**config.mk**
```make
export PLATFORM = sky130hd
export DESIGN_NAME = volume_multi
export DESIGN_NICKNAME = d
export VERILOG_FILES = /design/src/rtl/volume_multi.sv
export SDC_FILE = /design/constraint.sdc
export NUM_CORES = 1
export LEC_CHECK = 0
export ABC_AREA = 1
export BUFFER_PORTS_ARGS = -buffer_cell sky130_fd_sc_hd__buf_2
export CORE_MARGIN = 2
export CORE_UTILIZATION = 32
export CTS_CLUSTER_SIZE = 40
export DETAILED_ROUTE_END_ITERATION = 16
export SLEW_MARGIN = 30
export SYNTH_ARGS = -nofsm -noshare
export SYNTH_HDL_FRONTEND = slang
export SYNTH_SLANG_ARGS = --single-unit
```
**constraint.sdc**
```tcl
create_clock -name clk_i -period 3.1 [get_ports clk_i]
set_clock_uncertainty 0.1 [all_clocks]
set_input_delay 0.155 -clock clk_i [delete_from_list [all_inputs] [get_ports clk_i]]
set_output_delay 0.155 -clock clk_i [all_outputs]
set_load 0.05 [all_outputs]
```
**src/rtl/volume_multi.sv**
```systemverilog
// -----------------------------------------------------------------------------
// volume_multi
//
// Multi-channel volume control. Each channel owns a requested attenuation
// (target) and the attenuation actually applied to samples (applied), both
// expressed as an arithmetic right-shift count. Louder/quieter buttons move
// the target one step per rising edge. The applied value ramps one step
// toward the target per accepted sample, so level changes are spread over
// the sample stream instead of producing a single jump.
//
// Samples flow through a single output register with a valid/ready
// handshake: one cycle of latency, and one beat per cycle when the
// downstream stage keeps ready_i high.
//
// Ports
//   clk_i     in   1                           sole clock, rising edge
//   reset_i   in   1                           synchronous, active-high reset
//   sound_i   in   channels_p*width_p          packed signed samples,
//                                              channel c at [c*width_p +: width_p]
//   valid_i   in   1                           sound_i beat valid
//   ready_o   out  1                           block can accept a beat
//   up_i      in   channels_p                  per-channel louder request
//   down_i    in   channels_p                  per-channel quieter request
//   mute_i    in   channels_p                  per-channel mute level
//   sound_o   out  channels_p*width_p          attenuated samples, same packing
//   valid_o   out  1                           sound_o beat valid
//   ready_i   in   1                           downstream accepts the beat
//   atten_o   out  channels_p*$clog2(width_p)  per-channel applied attenuation
// -----------------------------------------------------------------------------
module volume_multi #(
  parameter int width_p       = 24,
  parameter int channels_p    = 2,
  parameter int min_atten_p   = 1,
  parameter int max_atten_p   = 7,
  parameter int reset_atten_p = 1
) (
  input  logic                                  clk_i,
  input  logic                                  reset_i,
  input  logic [channels_p*width_p-1:0]         sound_i,
  input  logic                                  valid_i,
  output logic                                  ready_o,
  input  logic [channels_p-1:0]                 up_i,
  input  logic [channels_p-1:0]                 down_i,
  input  logic [channels_p-1:0]                 mute_i,
  output logic [channels_p*width_p-1:0]         sound_o,
  output logic                                  valid_o,
  input  logic                                  ready_i,
  output logic [channels_p*$clog2(width_p)-1:0] atten_o
);

  localparam int AW = $clog2(width_p);

  localparam logic [AW-1:0] MIN_A   = AW'(min_atten_p);
  localparam logic [AW-1:0] MAX_A   = AW'(max_atten_p);
  localparam logic [AW-1:0] RESET_A = AW'(reset_atten_p);

  // ---------------------------------------------------------------------------
  // Arithmetic helpers
  // ---------------------------------------------------------------------------

  // Sign-preserving attenuation: arithmetic shift rounds toward minus infinity.
  function automatic logic signed [width_p-1:0] atten_shift(
    input logic signed [width_p-1:0] sample,
    input logic        [AW-1:0]      shift
  );
    return sample >>> shift;
  endfunction

  function automatic logic [AW-1:0] sat_inc(input logic [AW-1:0] a);
    return (a >= MAX_A) ? MAX_A : a + AW'(1);
  endfunction

  function automatic logic [AW-1:0] sat_dec(input logic [AW-1:0] a);
    return (a <= MIN_A) ? MIN_A : a - AW'(1);
  endfunction

  // Simultaneous up/down edges cancel out.
  function automatic logic [AW-1:0] next_target(
    input logic [AW-1:0] t,
    input logic          up_rise,
    input logic          dn_rise
  );
    logic [AW-1:0] n;
    n = t;
    if (up_rise && !dn_rise)      n = sat_dec(t);
    else if (dn_rise && !up_rise) n = sat_inc(t);
    return n;
  endfunction

  // One step of the ramp; target is always in range so no saturation needed.
  function automatic logic [AW-1:0] step_toward(
    input logic [AW-1:0] cur,
    input logic [AW-1:0] tgt
  );
    logic [AW-1:0] n;
    n = cur;
    if (cur < tgt)      n = cur + AW'(1);
    else if (cur > tgt) n = cur - AW'(1);
    return n;
  endfunction

  // ---------------------------------------------------------------------------
  // Stage p0: input handshake
  // ---------------------------------------------------------------------------
  logic r_vld_p1;
  logic w_accept_p0;

  // The output register frees up either when empty or when draining this cycle.
  assign ready_o     = ~r_vld_p1 | ready_i;
  assign w_accept_p0 = valid_i & ready_o;

  // ---------------------------------------------------------------------------
  // Stage p1: output register valid
  // ---------------------------------------------------------------------------
  always_ff @(posedge clk_i) begin
    if (reset_i) begin
      r_vld_p1 <= 1'b0;
    end else if (w_accept_p0) begin
      r_vld_p1 <= 1'b1;
    end else if (ready_i) begin
      r_vld_p1 <= 1'b0;
    end
  end

  assign valid_o = r_vld_p1;

  // ---------------------------------------------------------------------------
  // Per-channel volume state and sample datapath
  // ---------------------------------------------------------------------------
  for (genvar c = 0; c < channels_p; c++) begin : g_ch
    logic                      r_up_d;
    logic                      r_dn_d;
    logic [AW-1:0]             r_target;
    logic [AW-1:0]             r_applied;
    logic signed [width_p-1:0] r_sound_p1;

    logic                      w_up_rise;
    logic                      w_dn_rise;
    logic signed [width_p-1:0] w_sample_p0;

    assign w_sample_p0 = sound_i[c*width_p +: width_p];
    assign w_up_rise   = up_i[c]   & ~r_up_d;
    assign w_dn_rise   = down_i[c] & ~r_dn_d;

    // Button edge history and target attenuation run every cycle,
    // independent of sample flow.
    always_ff @(posedge clk_i) begin
      if (reset_i) begin
        r_up_d   <= 1'b0;
        r_dn_d   <= 1'b0;
        r_target <= RESET_A;
      end else begin
        r_up_d   <= up_i[c];
        r_dn_d   <= down_i[c];
        r_target <= next_target(r_target, w_up_rise, w_dn_rise);
      end
    end

    // Stage p0 -> p1: the beat is shifted by the applied value before it
    // steps, so each beat reflects the attenuation in force when it arrived.
    always_ff @(posedge clk_i) begin
      if (reset_i) begin
        r_applied  <= RESET_A;
        r_sound_p1 <= '0;
      end else if (w_accept_p0) begin
        r_applied  <= step_toward(r_applied, r_target);
        r_sound_p1 <= mute_i[c] ? '0 : atten_shift(w_sample_p0, r_applied);
      end
    end

    assign sound_o[c*width_p +: width_p] = r_sound_p1;
    assign atten_o[c*AW +: AW]           = r_applied;
  end

endmodule

```
; Yosys cells after proc, flatten, opt, wreduce, memory -nomap -nowiden
; Cells that the tools add are included.
[classes]
addsub = 8
magnitude_cmp = 8
n_shift = 2
n_mux = 16
n_bitwise = 11
reduce_logical = 15
[ops]
columns = operator, count
row1 = 5-bit 2-to-1 mux, 12
row2 = 24-bit 2-to-1 mux, 2
row3 = 24-bit by 5-bit >>> shifter with 24-bit output, 2
row4 = 5-bit by 1-bit adder with 5-bit output (second input constant), 4
row5 = 5-bit by 1-bit subtractor with 5-bit output (second input constant), 4
row6 = 5-bit by 3-bit >= comparator with 1-bit output (second input constant), 2
row7 = 5-bit greater-than comparator, 2
row8 = 5-bit by 1-bit less-or-equal comparator with 1-bit output (second input constant), 2
row9 = 5-bit less-than comparator, 2
row10 = 2-bit nonzero test, 5
row11 = 1-bit bitwise AND, 5
row12 = 1-bit NOT, 5
row13 = 1-bit logical AND, 4
row14 = 1-bit zero test, 4
row15 = 2-bit AND reduction, 2
row16 = 1-bit 2-to-1 mux, 2
row17 = 1-bit bitwise OR, 1
[totals]
regBits = 73
word_cells = 71

; Depth between registers and ports, before layout
[depth]
ltp_word = 6
depth_mapped = 17

; Least setup slack after synthesis
; No wires, ideal clock.
[synth_path]
path_type = register -> register
start = register g_ch[1].r_applied[0]
end = register g_ch[1].r_applied[4]
arrival_ns = 2.633
setup_slack_ns = 0.254
stages_incl_launch_ff = 15
n_path_buf = 2
period_less_slack_ns = 2.846
cell_sequence = dfxtp_1 -> buf_6 -> inv_8 -> buf_6 -> ha_1 -> or3_1 -> nand2_1 -> ha_1 -> a21oi_1 -> nand2_1 -> nand3b_1 -> nand2_1 -> nor2_1 -> nor2_1 -> nor2_1
[synth_between]
elab_chain_cells = 3
word_cells_on_any_way = 8
[synth_rtl]
columns = element, line_no
row1 = "start, declared", 134  ; logic [AW-1:0] r_applied;
row2 = "start signal, assigned", 166  ; r_applied <= step_toward(r_applied, r_target);
row3 = "5-bit by 1-bit subtractor with 5-bit output, or another cell as far along", 98  ; else if (cur > tgt) n = cur - AW'(1);
row4 = 5-bit 2-to-1 mux or 2-bit nonzero test (tied branches), n/a
row5 = 5-bit 2-to-1 mux or 2-bit AND reduction (tied branches), n/a
; Several ways; a longest one is shown, not always the timed one. The select of a mux whose other input is x is not followed.
; A chain may end at the register's enable or synchronous reset.

; Worst setup path after layout
[layout_path]
start = register g_ch[0].r_target[2]
end = register g_ch[0].r_applied[4]
[layout_between]
elab_chain_cells = 3
word_cells_on_any_way = 5
[layout_rtl]
columns = element, line_no
row1 = "start, declared", 133  ; logic [AW-1:0] r_target;
row2 = "start signal, assigned", 155  ; r_target <= next_target(r_target, w_up_rise, w_dn_rise);
row3 = 5-bit less-than comparator or 5-bit greater-than comparator (tied branches), "97, 98"
row4 = 2-bit nonzero test (no line), n/a
row5 = 2-bit AND reduction (no line), n/a
row6 = "end signal, assigned", 166
row7 = "end, declared", 134
; Several ways; a longest one is shown, not always the timed one.

==> reports/metrics.csv <==
stage,metric,value,unit
outcome,status,finished clean,
cells_and_area,area_growth,18.3,%
cells_and_area,stdcell_count,1279,
hold_path,hold_class,in2reg,
worst_setup_path,crit_buf_inv,3,
power,leakagePower,3.41,nW
worst_setup_path,path_class,reg2reg,
worst_setup_path,rr_startpoint,g_ch[0].r_target[2],
placed_design,placed_area,6420,sq um
cts,clkLatencyLatePin,340,ps
logic_synthesis,synth_edf_count,0,
sta,tightest_slew,704,ps
worst_setup_path,cp_cell_sequence,inv_1 -> ha_1 -> nand2_1 -> inv_1 -> o21ai_0 -> nand3_2 -> fa_1 -> nand2_1 -> nand2_1 -> a21oi_1 -> inv_1 -> nand2_1 -> nand2_1 -> o21ai_0 -> nand2_1 -> nor2_1,
detailed_routing,ant_nets,0,
detailed_routing,drtIter0Drc,423,
worst_setup_path,cp.required,3270,ps
sta,rsz0062_at_grt,no,
logic_synthesis,ys_types,45,
sta,final.setup.tns,0,ps
logic_synthesis,synth_area_leaders,"dfxtp_1, nand2_1, nand3_1, a21oi_1, ha_1",
run,maxCapViolCount,0,
cells_and_area,diodes,0,
die,die_h,138,um
logic_synthesis,synthFlopType,dfxtp_1,
cts,cts-root-buf,clkbuf_16,
logic_synthesis,yosysWarnings,0,
logic_synthesis,avgSynthCellArea,6.09,sq um
logic_synthesis,yosysTopAreaCellShare,0.253,
sta,maxSlewHeadroom,0.530,
cts,cts_num_sinks,73,
worst_setup_path,crit_start,g_ch[0].r_target[2],
sta,fmax,0.369,GHz
logic_synthesis,synth_largest_area_cell,dfxtp_1,
detailed_routing,first_pass_iters,5,
placed_design,placed_cells,1259,
worst_setup_path,path_max_fanout,6,
cts,cts_inserted_buffers,9,
logic_synthesis,async_flop_share,0,
die,core,17800,sq um
logic_synthesis,ys_seq_area_frac,0.253,
die,fp.dieW,138,um
detailed_routing,viasPerCell,5.00,
die,die_area,19100,sq um
worst_setup_path,crit_arrival,2880,ps
cts,clock_path_buffers,2,
power,vdd_drop_max,0.419,mV
sta,hold_violations,0,
placed_design,place_congestion,0.871,
placed_design,dp_hpwl,12.7,mm
sta,post-route-period-util,0.874,
grt,grt_antenna_before_repair,0,
grt,grt_pass1_vias,5933,
detailed_routing,num_vias,6390,
grt,grt_pass1_wl,28.6,mm
hold_path,hp-start,ready_i,
worst_setup_path,cp-start-kind,flop,
logic_synthesis,ys_seq_elements,73,
detailed_routing,wl_per_cell,13.3,um
sta,setup_viol,0,
cts,cts_max_level,3,
grt,overflow,0,
die,rows,49,
logic_synthesis,synth_area,5770,sq um
cts,cts_tree,yes,
detailed_routing,drc,0,
power,p_per_area,984,nW/um^2
placed_design,port_buffers,117,
grt,track_usage,0.178,
cells_and_area,drive_gt1_frac,0.162,
logic_synthesis,synthesis.nets,1032,
cts,post_cts_buffers,0,
worst_setup_path,crit_family,adder cells,
worst_setup_path,cpPeakStageDelay,450,ps
grt,grt_max_degree,53,
cts,clkTransAtPathRegs,60,ps
die,initial_core_util,0.323,
logic_synthesis,synthCells,948,
die,io_pins,118,
sta,hold_slack,35.5,ps
sta,final_max_slew_viol_count,0,
cells_and_area,num-nets-final,1129,
sta,min_period,2710,ps
worst_setup_path,slowest_stage,fa_1,
worst_setup_path,crit_top_cell,nand2_1,
worst_setup_path,endpoint_kind,flop,
cells_and_area,fin_area,6830,sq um
detailed_routing,routed_wl,17.1,mm
## repair_timing
item	4_1_cts	5_1_grt
resized for setup	0	1
endpoints found under the setup margin	0	1
hold buffers	4	0
endpoints found under the hold margin	4	0
## sequential cells by signal, summed over array words and instances (netlist names)
register         flops
g_ch.r_applied      10
g_ch.r_up_d          2
g_ch.r_dn_d          2
g_ch.r_sound_p1     48
valid_o              1
g_ch.r_target       10
## layout by cell type (no fill, tap or decap), drive strengths merged
master / Yosys / layout
nor2: 42 / 42
bufinv: 0 / 3
o21ai: 46 / 46
a22oi: 7 / 7
clkinv: 0 / 1
a21boi: 1 / 1
nor3: 2 / 2
xnor2: 2 / 2
inv: 68 / 68
nand4: 2 / 2
nand3b: 1 / 1
o2111ai: 1 / 1
nand3: 157 / 157
xor2: 4 / 4
a221oi: 1 / 1
o211ai: 18 / 18
o311ai: 1 / 1
a21oi: 79 / 79
buf: 33 / 127
nor3b: 3 / 3
fa: 2 / 2
nor4: 4 / 4
a31oi: 4 / 4
and2: 2 / 2
ha: 24 / 24
dfxtp: 73 / 73
dlygate4sd3: 0 / 4
clkbuf: 12 / 12
or3: 1 / 1
or2: 2 / 2
o21a: 2 / 2
nand2: 354 / 354
## power by group
part           leakage (nW)  switching (mW)  total, mW  internal (mW)
Sequential            0.598           0.138       1.25           1.11
Clock                 0.173           0.405       1.24          0.832
Combinational          2.64            2.92       4.23           1.30
Total                  3.41            3.47       6.71           3.25
## path summary, 6_finish.rpt
check / to / slack (ps) / cells after the start
worst max register to register: g_ch[0].r_applied[4] / 390 / 16
worst min-delay path: valid_o / 40 / 4
worst max-delay path: g_ch[0].r_applied[4] / 390 / 16
worst min register to register: g_ch[1].r_sound_p1[3] / 360 / 2
## synthesized netlist by cell type (3+ instances only)
cell type / number
nor2_2: 3
o21ai_0: 36
inv_2: 7
xor2_1: 4
a22oi_1: 7
buf_6: 8
ha_1: 24
buf_4: 3
nor4_1: 4
buf_1: 4
a31oi_1: 4
inv_1: 60
nand2_1: 351
a21oi_1: 76
buf_8: 3
clkbuf_1: 12
nor2_1: 37
o21ai_1: 10
o211ai_2: 5
nor3b_1: 3
buf_2: 15
nand3_1: 156
dfxtp_1: 73
o211ai_1: 13
## cell type report
cell class / count / area, sq um
fillers: 2005 / 11000
clock buffers: 12 / 256
inverters: 68 / 263
repair buffers: 131 / 701
flip-flops and latches: 73 / 1460
multi-input cells: 762 / 3760
clock inverters: 4 / 98.8
well taps: 229 / 287
## tightest hold or removal path, cell delays in order
cell and delay (ps):
buf_2 80, inv_1 40, nand2_2 80, a21oi_1 70
## stage by stage
stage / power, mW / worst slack [ps] / util
2_1_floorplan: 4.59 / 254 / -
3_3_place_gp: 5.47 / 453 / 0.360
3_5_place_dp: 5.47 / 391 / 0.360
4_1_cts: 6.74 / 348 / 0.382
5_1_grt: 7.36 / 51.4 / 0.383
6_report: 6.71 / 389 / 0.383
## logic make-up after synthesis
| logic type | synth area share |
|---|---|
| AO/OA/AOI/OAI | 0.161 |
| XOR/XNOR | 0.00911 |
| adder cells (fa/ha/maj) | 0.0590 |
| buffers and inverters | 0.0963 |
| flip-flops | 0.253 |
| AND/OR/NAND/NOR | 0.421 |
## metal layers
metal	part of all wire	GRT usage
met1	0.48	0.238
met2	0.46	0.293
met3	0.048	0.0333
met4	0.017	0.0537
met5	0	0
Power figures use the tool's default switching activity.
